[src/rtl/hal_cfg_lut_pkg.sv]
// Shared definitions for the configurable LUT: FSM encoding, legal K range
// and the table-width helper.
package hal_cfg_lut_pkg;

    typedef enum logic [1:0] {
        ST_IDLE   = 2'd0,
        ST_LOAD   = 2'd1,
        ST_COMMIT = 2'd2,
        ST_READ   = 2'd3
    } state_t;

    localparam int K_MIN = 2;
    localparam int K_MAX = 6;

    function automatic int tbl_w(input int k);
        return 1 << k;
    endfunction

endpackage

[src/rtl/hal_cfg_shreg.sv]
// Table-wide shift register shared by serial load (shadow) and readback.
// Parallel load has priority over shift; shifts left with serial LSB input.
module hal_cfg_shreg #(
    parameter int W = 16
) (
    input  logic         clk,
    input  logic         rst,
    input  logic         load_en,
    input  logic [W-1:0] load_val,
    input  logic         shift_en,
    input  logic         sin,
    output logic [W-1:0] q,
    output logic         msb
);

    logic [W-1:0] data_q;
    logic [W-1:0] data_d;

    always_comb begin
        data_d = data_q;
        if (load_en) begin
            data_d = load_val;
        end else if (shift_en) begin
            data_d = {data_q[W-2:0], sin};
        end
    end

    always_ff @(posedge clk) begin
        if (rst) begin
            data_q <= '0;
        end else begin
            data_q <= data_d;
        end
    end

    assign q   = data_q;
    assign msb = data_q[W-1];

endmodule

[src/rtl/hal_cfg_lut4.sv]
// K-input LUT with serial reconfiguration and serial readback of the active
// table; the table swaps atomically in COMMIT so O never sees a partial load.
//
// state  | meaning
// IDLE   | waiting for CFG_START or RB_REQ
// LOAD   | accepting serial table bits into the shadow register
// COMMIT | one cycle; shadow copied into active table at its end
// READ   | presenting the active table serially, MSB first
module hal_cfg_lut4
    import hal_cfg_lut_pkg::*;
#(
    parameter int                  K    = 4,
    parameter logic [(1<<K)-1:0]   INIT = '0
) (
    input  logic         CLK,
    input  logic         RST,
    input  logic [K-1:0] I,
    output logic         O,
    input  logic         CFG_START,
    input  logic         CFG_VALID,
    input  logic         CFG_DATA,
    output logic         CFG_READY,
    input  logic         RB_REQ,
    output logic         RB_VALID,
    output logic         RB_DATA,
    input  logic         RB_READY,
    output logic         BUSY,
    output logic         CFG_ERR
);

    localparam int W = tbl_w(K);

    state_t         state_q, state_d;
    logic [K-1:0]   cnt_q, cnt_d;
    logic [W-1:0]   active_q, active_d;
    logic           err_q, err_d;
    logic           cfg_ready_q, cfg_ready_d;
    logic           rb_valid_q, rb_valid_d;
    logic           busy_q, busy_d;

    logic           sr_load, sr_shift, sr_sin, sr_msb;
    logic [W-1:0]   sr_q;
    logic           cfg_xfer, rb_xfer;

    assign cfg_xfer = cfg_ready_q & CFG_VALID;
    assign rb_xfer  = rb_valid_q & RB_READY;

    always_comb begin
        state_d  = state_q;
        cnt_d    = cnt_q;
        active_d = active_q;
        err_d    = err_q;
        sr_load  = 1'b0;
        sr_shift = 1'b0;
        sr_sin   = 1'b0;
        // Any new request while an operation is running is a protocol error.
        if (state_q != ST_IDLE && (CFG_START || RB_REQ)) begin
            err_d = 1'b1;
        end
        case (state_q)
            ST_IDLE: begin
                if (CFG_START) begin
                    state_d = ST_LOAD;
                    cnt_d   = '1;
                    err_d   = 1'b0;
                end else if (RB_REQ) begin
                    state_d = ST_READ;
                    cnt_d   = '1;
                    sr_load = 1'b1;
                end
            end
            ST_LOAD: begin
                if (cfg_xfer) begin
                    sr_shift = 1'b1;
                    sr_sin   = CFG_DATA;
                    cnt_d    = cnt_q - 1'b1;
                    if (cnt_q == '0) begin
                        state_d = ST_COMMIT;
                    end
                end
            end
            ST_COMMIT: begin
                active_d = sr_q;
                state_d  = ST_IDLE;
            end
            ST_READ: begin
                if (rb_xfer) begin
                    sr_shift = 1'b1;
                    cnt_d    = cnt_q - 1'b1;
                    if (cnt_q == '0) begin
                        state_d = ST_IDLE;
                    end
                end
            end
            default: state_d = ST_IDLE;
        endcase
        cfg_ready_d = (state_d == ST_LOAD);
        rb_valid_d  = (state_d == ST_READ);
        busy_d      = (state_d != ST_IDLE);
    end

    always_ff @(posedge CLK) begin
        if (RST) begin
            state_q     <= ST_IDLE;
            cnt_q       <= '0;
            active_q    <= INIT;
            err_q       <= 1'b0;
            cfg_ready_q <= 1'b0;
            rb_valid_q  <= 1'b0;
            busy_q      <= 1'b0;
        end else begin
            state_q     <= state_d;
            cnt_q       <= cnt_d;
            active_q    <= active_d;
            err_q       <= err_d;
            cfg_ready_q <= cfg_ready_d;
            rb_valid_q  <= rb_valid_d;
            busy_q      <= busy_d;
        end
    end

    hal_cfg_shreg #(.W(W)) u_shreg (
        .clk      (CLK),
        .rst      (RST),
        .load_en  (sr_load),
        .load_val (active_q),
        .shift_en (sr_shift),
        .sin      (sr_sin),
        .q        (sr_q),
        .msb      (sr_msb)
    );

    assign O         = active_q[I];
    assign CFG_READY = cfg_ready_q;
    assign RB_VALID  = rb_valid_q;
    assign RB_DATA   = rb_valid_q & sr_msb;
    assign BUSY      = busy_q;
    assign CFG_ERR   = err_q;

endmodule

[config.mk]
export PLATFORM = sky130hd
export DESIGN_NAME = hal_cfg_lut4
export DESIGN_NICKNAME = d
export VERILOG_FILES = /design/src/rtl/hal_cfg_lut_pkg.sv /design/src/rtl/hal_cfg_shreg.sv /design/src/rtl/hal_cfg_lut4.sv
export SDC_FILE = /design/constraint.sdc
export NUM_CORES = 1
export LEC_CHECK = 0
export CORE_AREA = 2 2 76 78
export DETAILED_ROUTE_END_ITERATION = 7
export DIE_AREA = 0 0 78 80
export GPL_TIMING_DRIVEN = 0
export PLACE_DENSITY = 0.71
export SLEW_MARGIN = 20
export SYNTH_ARGS = -nofsm -noshare
export SYNTH_HDL_FRONTEND = slang
export SYNTH_HIERARCHICAL = 1
export SYNTH_SLANG_ARGS = --single-unit
[constraint.sdc]
create_clock -name CLK -period 1.65 [get_ports CLK]
set_input_delay 0.2475 -clock CLK [delete_from_list [all_inputs] [get_ports CLK]]
set_output_delay 0.2475 -clock CLK [all_outputs]
set_load 0.005 [all_outputs]
# == After elaboration in Yosys (flattened, before gate mapping) ==
# Index checks and enable logic that the tools add are counted.
# totals
output_inout_bits,6
word_cells,57
regBits,42
in_bits,11
# classes
n_bitwise,3
eq_ne,8
reduce_logical,9
n_addsub,1
order_cmp,1
muxes,27
# ops
op,n
2-to-1 mux 16 bit,2
2-to-1 mux 4 bit,4
2-to-1 mux 2 bit,6
one-hot mux 4 bit (3 select lines),1
2-to-1 mux 1 bit,11
one-hot mux 2 bit (4 select lines),1
"== test 2 bit, second input constant",3
nonzero test 2 bit,3
"< comparator 4 x 5 -> 1 bit, second input constant",1
binary-select mux 1 bit (select 4 bit),1
"== test 2 x 1 -> 1 bit, second input constant",2
logical NOT 4 bit,1
"inequality test 2 bit, second input constant",2
AND reduction 4 bit,1
"subtractor 4 x 1 -> 4 bit, second input constant",1
AND 1 bit,3
"inequality test 3 bit, second input constant",1
nonzero test 3 bit,1
logical NOT 2 bit,1
one-hot mux 1 bit (2 select lines),1
logical AND 1 bit,1
logical OR 1 bit,1

# == Logic depth before layout (Yosys ltp) ==
# Gate-level depths: netlist of run 1.
# depth
word_depth,5
mapped_depth,7
ltp_nobuf,5

# == Cells and area by module ==
# The synthesis of run 1 kept the hierarchy.
# modules_own_cells
module,n_inst,cells_per_inst,seq_area_each_um2,area_each_um2
hal_cfg_lut4,1,141,520.5,1283.7
hal_cfg_shreg,1,72,320.3,813.3

# == Worst setup path before layout of run 1 ==
# Ideal clock, no wire load.
# synth_timing
path_type,reg-to-reg
startpoint,reg state_q[1]
endpoint,"reg u_shreg.data_q[10], in the netlist u_shreg/q[10]"
synth_period_minus_slack_ns,1.575
setup_time_ns,0.079
path_stages_with_launch,6
slack_ns,0.075
arrival_ns,1.496
path_buffers,2
cell_sequence,dfxtp_1 buf_6 nor4b_2 inv_1 buf_4 a211oi_2
# synth_between
elab_chain_len,3
word_cells_on_any_way,7
classes_between,eq/ne (2); mux (3); reduce/logical (2)
# synth_lines
element,line_no,rtl
start: declaration,hal_cfg_lut4.sv:33,"state_t state_q, state_d;"
start signal: assignment,hal_cfg_lut4.sv:112,state_q <= state_d;
logical NOT 2 bit *,hal_cfg_lut4.sv:60,case (state_q)
2-to-1 mux 1 bit *,hal_cfg_lut4.sv:60,
named net sr_load,hal_cfg_lut4.sv:41,"logic sr_load, sr_shift, sr_sin, sr_msb;"
2-to-1 mux 16 bit / nonzero test 2 bit (equally long branches),-,
end signal: assignment,hal_cfg_shreg.sv:32,data_q <= data_d;
end: declaration,hal_cfg_shreg.sv:16,logic [W-1:0] data_q;
# The timed path passes the listed nets; every way through them passes the cells marked *.
# A chain may end at the register's enable or synchronous reset.

# == Final worst setup path of run 1 ==
# layout_timing
startpoint,reg active_q[15]
endpoint,out O
# layout_between
elab_chain_len,2
# layout_lines
element,line_no,rtl
start: declaration,hal_cfg_lut4.sv:35,"logic [W-1:0] active_q, active_d;"
start signal: assignment,hal_cfg_lut4.sv:114,active_q <= active_d;
binary-select mux 1 bit (select 4 bit),hal_cfg_lut4.sv:133,assign O = active_q[I];
2-to-1 mux 1 bit (not written as such),hal_cfg_lut4.sv:133,
end: declaration,hal_cfg_lut4.sv:18,"output logic O,"
# No other way between the ends. The select of a mux whose other input is x is not followed.

==> results of run 1 <==
flip-flops by register name, summed over array words and instances, names as in the netlist:
| name | cells |
|---|---|
| active_q | 16 |
| CFG_ERR | 1 |
| u_shreg/q | 16 |
| cnt_q | 4 |
| BUSY | 1 |
| RB_VALID | 1 |
| state_q | 2 |
| CFG_READY | 1 |
final timing paths:
kind                     start             to  slack (ps)  cells past startpoint
setup / recovery  active_q[15]              O         -70                      4
hold reg to reg   u_shreg/q[0]    active_q[0]         460                      2
setup reg to reg    state_q[1]  u_shreg/q[10]          40                      7
hold / removal             RST  u_shreg/q[13]         330                      2
area by class of cell:
class	instances	area, um2	area share
multi-input cells	151	1160	0.455
flip-flops and latches	42	853	0.335
repair buffers	24	209	0.0821
plain buffers	16	109	0.0428
well taps	72	90.1	0.0354
clock buffers	6	72.6	0.0285
clock inverters	2	37.5	0.0147
inverters	4	15.0	0.00590
logic make-up after synthesis:
logic type	count (synthesis)	synth area share
AND/OR/NAND/NOR	72	0.181
AO/OA/AOI/OAI	55	0.220
flip-flops	42	0.401
multiplexers	23	0.134
buffers and inverters	20	0.0585
adder cells (fa/ha/maj)	1	0.00597
synthesized netlist by cell type, drive strengths merged:
| library cell | count | area share |
|---|---|---|
| a21oi | 20 | 0.048 |
| mux4 | 4 | 0.043 |
| a41oi | 1 | 0.0042 |
| a21bo | 2 | 0.013 |
| nor3 | 2 | 0.0048 |
| a31o | 1 | 0.0042 |
| a311o | 1 | 0.0048 |
| a31oi | 1 | 0.0030 |
| mux2i | 19 | 0.091 |
| a2111oi | 3 | 0.021 |
| or2 | 2 | 0.0060 |
| and3 | 1 | 0.0030 |
| a21o | 1 | 0.0036 |
| and3b | 1 | 0.0042 |
| or2b | 1 | 0.0036 |
| nand2 | 34 | 0.061 |
| o2111a | 1 | 0.0054 |
| o311a | 1 | 0.0048 |
| dfxtp | 42 | 0.40 |
| and4b | 1 | 0.0048 |
| nor3b | 2 | 0.0095 |
| o21a | 1 | 0.0036 |
| nor4b | 1 | 0.0072 |
| clkbuf | 6 | 0.011 |
| o2111ai | 1 | 0.0042 |
| nor4 | 1 | 0.0030 |
| a211oi | 17 | 0.085 |
| inv | 4 | 0.0072 |
| nand2b | 2 | 0.0060 |
| nor2 | 4 | 0.0072 |
| and4 | 1 | 0.0042 |
| o211ai | 2 | 0.0072 |
| a221oi | 1 | 0.0042 |
| and2 | 2 | 0.0060 |
| o32a | 1 | 0.0048 |
| nor2b | 17 | 0.051 |
| buf | 10 | 0.040 |
| ha | 1 | 0.0060 |
where the power goes:
group	total (uW)	leakage, uW	internal, uW	switching (uW)
clock network	820	0.0000514	452	368
registers	1140	0.000347	1080	61.7
logic	404	0.000511	209	195
what timing repair did:
action,CTS,global route
buffers inserted,4,4
pin swaps,2,3
hold endpoints to repair,0,0
cloned,0,1
gates resized for setup,16,12
setup endpoints to repair,20,13
metrics by stage:
step | util | setup TNS [ps]
after floorplan | - | 0
after global placement | 0.432 | -12450
after detailed placement | 0.432 | -13210
after CTS | 0.461 | -86.7
after global routing | 0.471 | -170
final | 0.471 | -73.0
per-layer routing:
metal	up-vias	routed length (um)	share of wire	global-route usage
met1	814	2140	0.48	0.197
li1	833	-	-	-
met3	5	142	0.032	0.0385
met2	27	2140	0.48	0.248
met4	0	70	0.016	0.0579
met5	-	0	0	0
==> insert_results.sql, run 1 <==
INSERT INTO impl_metrics (metric_group, metric, value, unit) VALUES
('floorplan', 'core', '0.00541', 'mm2'),
('route', 'route.detailed.drc', '0', ''),
('critical_path', 'cp_max_fo', '3', ''),
('clock_tree', 'cts_max_level', '2', ''),
('clock_tree', 'cts_tree', 'yes', ''),
('critical_path', 'worst_setup_path_start_kind', 'register', ''),
('clock_tree', 'ctsRootBufferMaster', 'clkbuf_8', ''),
('final_layout', 'layout-drive-gt1-share', '0.253', ''),
('critical_path', 'worstSetupPathType', 'register to primary output', ''),
('timing', 'rsz0062_at_grt', 'true', ''),
('worst_hold_path', 'hp-class', 'input pin to register', ''),
('power', 'finalPower', '2360', 'uW'),
('final_layout', 'final_design_area_no_fill', '0.00254', 'mm2'),
('place', 'total_half_perimeter_wirelength_after_legalization_and_detailed_placement', '3050', 'um'),
('timing', 'total_count_of_max_transition_violations_in_the_final_report', '0', ''),
('timing', 'clock-skew-final', '9.66', 'ps'),
('synthesis', 'seq_area_frac_synth', '0.401', ''),
('place', 'place_congestion', '0.793', ''),
('final_layout', 'layoutNonFillerInstCount', '317', ''),
('route', 'drc_violation_total_after_the_first_tritonroute_iteration', '50', ''),
('power', 'powerDensity', '929', 'mW/mm2'),
('run_status', 'run_status', 'finished, violations left', ''),
('floorplan', 'rows', '27', ''),
('run_status', 'violations', 'negative setup slack', ''),
('critical_path', 'critPathRequiredTime', '1400', 'ps'),
('global_route', 'grt_start_max_net_pins', '14', ''),
('floorplan', 'die_area', '0.00624', 'mm2'),
('route', 'vias_per_cell', '5.30', ''),
('synthesis', 'synth.lib_cells_used.distinct', '48', ''),
('floorplan', 'io-pin-count', '17', ''),
('route', 'wl_per_cell', '14.2', 'um'),
('synthesis', 'post_syn_area_per_cell', '9.85', 'um2'),
('place', 'place.detailed.instances', '300', ''),
('critical_path', 'worst_path_dominant_cell_family', 'multiplexers', ''),
('timing', 'timing.max_slew.rel_slack', '0.644', ''),
('timing', 'timing.fmax', '0.580', 'GHz'),
('clock_tree', 'cts_inserted_buffers', '5', ''),
('synthesis', 'synthesis.instances', '213', ''),
('clock_tree', 'holdBufCountCts', '0', ''),
('critical_path', 'cp_slowest_cell', 'mux4_2', ''),
('critical_path', 'worst_path_largest_cell_delay', '480', 'ps'),
('floorplan', 'die_height', '80', 'um'),
('place', 'portBuffers', '15', ''),
('global_route', 'overflow', '0', ''),
('timing', 'final_worst_path_cycle_share', '1.04', ''),
('final_layout', 'area_growth', '21.4', '%'),
('global_route', 'gr-usage-all-layers', '0.153', ''),
('timing', 'min_period', '1720', 'ps'),
('timing', 'worst_pin_slew', '533', 'ps'),
('route', 'wirelength', '4500', 'um'),
('critical_path', 'critPathBufInv', '1', ''),
('timing', 'hold_viol', '0', ''),
('route', 'postRouteAntennaNets', '0', ''),
('clock_tree', 'cts.clk_slew.worst_paths', '80', 'ps'),
('global_route', 'grt_pass1_wl', '7460', 'um'),
('final_layout', 'final_cell_mix', 'dfxtp_1, nand2_1, a21oi_1', ''),
('timing', 'finalSetupViolations', '1', ''),
('job', 'max_cap_violations', '0', ''),
('route', 'detailed_router_iteration_count_before_antenna_repair', '4', ''),
('floorplan', 'die_x', '78', 'um'),
('global_route', 'grt_antenna_before_repair', '0', ''),
('clock_tree', 'clock_tree.buffer_depth', '2', ''),
('place', 'place_ws', '-769', 'ps'),
('synthesis', 'postSynthRegisterBits', '42', ''),
('power', 'worst_ir_drop_vdd', '648', 'uV'),
('clock_tree', 'insertion_delay', '300', 'ps'),
('power', 'p_leak', '0.000910', 'uW'),
('clock_tree', 'cts_num_sinks', '42', ''),
('synthesis', 'synth_warnings', '6', ''),
('final_layout', 'fillCellCount', '534', ''),
('critical_path', 'worst_path_most_repeated_cell', 'mux2i_1', ''),
('synthesis', 'netlist_area', '0.00210', 'mm2'),
('final_layout', 'final_nets', '256', ''),
('timing', 'holdWs', '326', 'ps'),
('route', 'via_count', '1679', ''),
('timing', 'final_critical_path_setup_slack', '-73.0', 'ps'),
('final_layout', 'antenna_cells', '0', ''),
('critical_path', 'critical_path.cell_chain', 'mux4_2, mux2i_1, mux2i_1, buf_2', ''),
('floorplan', 'start_util', '0.388', ''),
('synthesis', 'synthesis.nets', '225', ''),
('critical_path', 'timing.critical_path.arrival', '1480', 'ps'),
('critical_path', 'worst_setup_path_end_kind', 'primary output', ''),
('place', 'dpl-instance-area', '0.00234', 'mm2'),
('global_route', 'grt_pass1_vias', '1529', '');
Power figures use the tool's default switching activity.
==> run 2: changes to the inputs <==
--- a/config.mk
+++ b/config.mk
@@ -8,7 +8,7 @@
 export CORE_AREA = 2 2 76 78
 export DETAILED_ROUTE_END_ITERATION = 7
 export DIE_AREA = 0 0 78 80
-export GPL_TIMING_DRIVEN = 0
+export GPL_TIMING_DRIVEN = 1
 export PLACE_DENSITY = 0.71
 export SLEW_MARGIN = 20
 export SYNTH_ARGS = -nofsm -noshare
==> run 2 against run 1 <==
  * The flow still finishes with violations (negative setup slack)
  * Setup slack improved by 21 ps
  * Utilization increased by 1.1 points
  * Maximum frequency increased by 1.3%
  * Final cell count increased by 3.5%
  * Critical path type unchanged
  * Largest cell class unchanged
  * Highest routed layer unchanged
==> insert_results.sql, run 2 (synthesized netlist as in run 1, its figures left out) <==
INSERT INTO impl_metrics (metric_group, metric, value, unit) VALUES
('timing', 'total_count_of_max_transition_violations_in_the_final_report', '0', ''),
('critical_path', 'regToRegEndpoint', 'CFG_READY', ''),
('floorplan', 'core', '0.00541', 'mm2'),
('critical_path', 'worst_setup_path_end_kind', 'primary output', ''),
('route', 'drc_violation_total_after_the_first_tritonroute_iteration', '72', ''),
('timing', 'finalSetupViolations', '1', ''),
('final_layout', 'area_growth', '24.1', '%'),
('power', 'sw_frac_of_total', '0.273', ''),
('timing', 'clock-skew-final', '9.24', 'ps'),
('route', 'detailed_router_iteration_count_before_antenna_repair', '4', ''),
('power', 'p_leak', '0.000973', 'uW'),
('final_layout', 'final_nets', '267', ''),
('clock_tree', 'clock_tree.buffer_depth', '2', ''),
('route', 'postRouteAntennaNets', '0', ''),
('power', 'pwr-share-seq', '0.521', ''),
('final_layout', 'antenna_cells', '0', ''),
('global_route', 'grt_pass1_wl', '7730', 'um'),
('power', 'powerDensity', '838', 'mW/mm2'),
('global_route', 'grt_start_max_net_pins', '25', ''),
('timing', 'rsz0062_at_grt', 'true', ''),
('global_route', 'grt_antenna_before_repair', '0', ''),
('timing', 'final_critical_path_setup_slack', '-51.7', 'ps'),
('timing', 'min_period', '1700', 'ps'),
('power', 'comb_power_share', '0.180', ''),
('place', 'dpl-instance-area', '0.00252', 'mm2'),
('critical_path', 'worst_setup_ep', 'O', ''),
('critical_path', 'regToRegStartpoint', 'cnt_q[0]', ''),
('timing', 'timing.fmax', '0.588', 'GHz'),
('critical_path', 'worstSetupPathType', 'register to primary output', ''),
('run_status', 'violations', 'negative setup slack', ''),
('clock_tree', 'holdBufCountCts', '0', ''),
('critical_path', 'cp_max_fo', '2', ''),
('floorplan', 'die_height', '80', 'um'),
('clock_tree', 'cts.clk_slew.worst_paths', '80', 'ps'),
('final_layout', 'layout-drive-gt1-share', '0.270', ''),
('route', 'wirelength', '4460', 'um'),
('clock_tree', 'cts_inserted_buffers', '5', ''),
('global_route', 'overflow', '0', ''),
('critical_path', 'critPathRequiredTime', '1400', 'ps'),
('final_layout', 'layout_commonest_cell', 'dfxtp_1', ''),
('critical_path', 'worst_setup_path_start_kind', 'register', ''),
('critical_path', 'timing.critical_path.arrival', '1450', 'ps'),
('route', 'route.detailed.drc', '0', ''),
('critical_path', 'ff2ff_path_depth', '5', ''),
('route', 'wl_per_cell', '13.6', 'um'),
('timing', 'timing.max_slew.rel_slack', '0.743', ''),
('timing', 'setup-tns-final', '-51.7', 'ps'),
('timing', 'holdWs', '306', 'ps'),
('floorplan', 'die_x', '78', 'um'),
('power', 'worst_ir_drop_vdd', '431', 'uV'),
('floorplan', 'die_area', '0.00624', 'mm2'),
('clock_tree', 'ctsRootBufferMaster', 'clkbuf_8', ''),
('floorplan', 'rows', '27', ''),
('timing', 'worst_pin_slew', '375', 'ps'),
('place', 'total_half_perimeter_wirelength_after_legalization_and_detailed_placement', '3210', 'um'),
('floorplan', 'start_util', '0.388', ''),
('clock_tree', 'insertion_delay', '300', 'ps'),
('route', 'via_count', '1677', ''),
('final_layout', 'final_design_area_no_fill', '0.00260', 'mm2'),
('timing', 'hold_viol', '0', ''),
('place', 'place_congestion', '0.769', ''),
('global_route', 'grt_pass1_vias', '1614', ''),
('clock_tree', 'cts_tree', 'yes', ''),
('critical_path', 'worst-r2r-setup-slack', '110', 'ps'),
('clock_tree', 'cts_num_sinks', '42', ''),
('power', 'power.internal', '1590', 'uW'),
('floorplan', 'io-pin-count', '17', ''),
('job', 'max_cap_violations', '0', ''),
('run_status', 'run_status', 'finished, violations left', ''),
('place', 'portBuffers', '16', ''),
('final_layout', 'final_cell_mix', 'dfxtp_1, nand2_1, buf_4', ''),
('power', 'netSwitchingPower', '595', 'uW'),
('clock_tree', 'cts_max_level', '2', ''),
('power', 'clkPwrFrac', '0.298', ''),
('critical_path', 'timing.critical_path.from', 'active_q[15]', ''),
('global_route', 'gr-usage-all-layers', '0.160', ''),
('worst_hold_path', 'hp-class', 'input pin to register', ''),
('timing', 'final_worst_path_cycle_share', '1.03', ''),
('route', 'vias_per_cell', '5.11', '');
==> run 2: cell types whose count changed in the layout (fill, tap and decap cells not counted), moves of 2 or more <==
cell / change
dfxtp_1: +4
dfxtp_2: -3
clkbuf_1: -4
buf_6: -2
buf_2: -3
buf_4: +22
clkbuf_2: -2
==> run 2: layer usage <==
layer | vias up | wire, um | track usage
li1 | 852 | - | -
met5 | - | 0 | 0
met3 | 6 | 106 | 0.0339
met4 | 0 | 95 | 0.0737
met1 | 802 | 2110 | 0.200
met2 | 17 | 2150 | 0.266
==> run 2: worst min path at each step <==
| stage | startpoint | endpoint | slack [ps] | depth (start not counted) |
|---|---|---|---|---|
| floorplan | CFG_START | CFG_ERR | 430 | 2 |
| global placement | u_shreg/q[8] | active_q[8] | 460 | 2 |
| detailed placement | u_shreg/q[3] | active_q[3] | 470 | 2 |
| CTS | RST | CFG_READY | 310 | 2 |
| global route | RST | CFG_READY | 330 | 2 |
| finish | RST | CFG_READY | 310 | 2 |
==> run 2: stage by stage <==
stage	std cells	total power [uW]	util	setup slack (ps)
after global routing	328	2300	0.481	-125
after detailed placement	320	1560	0.467	-682
after floorplan	213	1410	-	74.8
final	328	2180	0.481	-51.7
after CTS	328	2210	0.482	-61.2
after global placement	320	1550	0.467	-626
==> run 2: area by class of cell <==
| type | count | area [um2] |
|---|---|---|
| timing repair buffer | 51 | 432 |
| sequential | 42 | 846 |
| multi-input combinational | 151 | 1130 |
| clock buffer | 6 | 72.6 |
| clock inverter | 2 | 13.8 |
| fill | 521 | 2800 |
| tap | 72 | 90.1 |
| inverter | 4 | 15.0 |
==> run 2: timing repair <==
action                     in CTS  in global routing
gates resized for setup         9                  3
buffers inserted                0                  0
cloned                          0                  0
pin swaps                       0                  0
setup endpoints to repair       2                  4
==> run 2: critical path, stage by stage (launching register included) <==
cell	delay [ps]
dfxtp_2	340
mux4_2	470
mux2i_1	140
mux2i_1	80
buf_2	130
==> run 2: power by group through the flow <==
stage               sequential [uW]  clock [uW]  combinational (uW)
finish                         1140         651                 393
global route                   1150         716                 432
CTS                            1140         672                 397
detailed placement             1160           0                 397
global placement               1160           0                 389
floorplan                      1140           0                 272
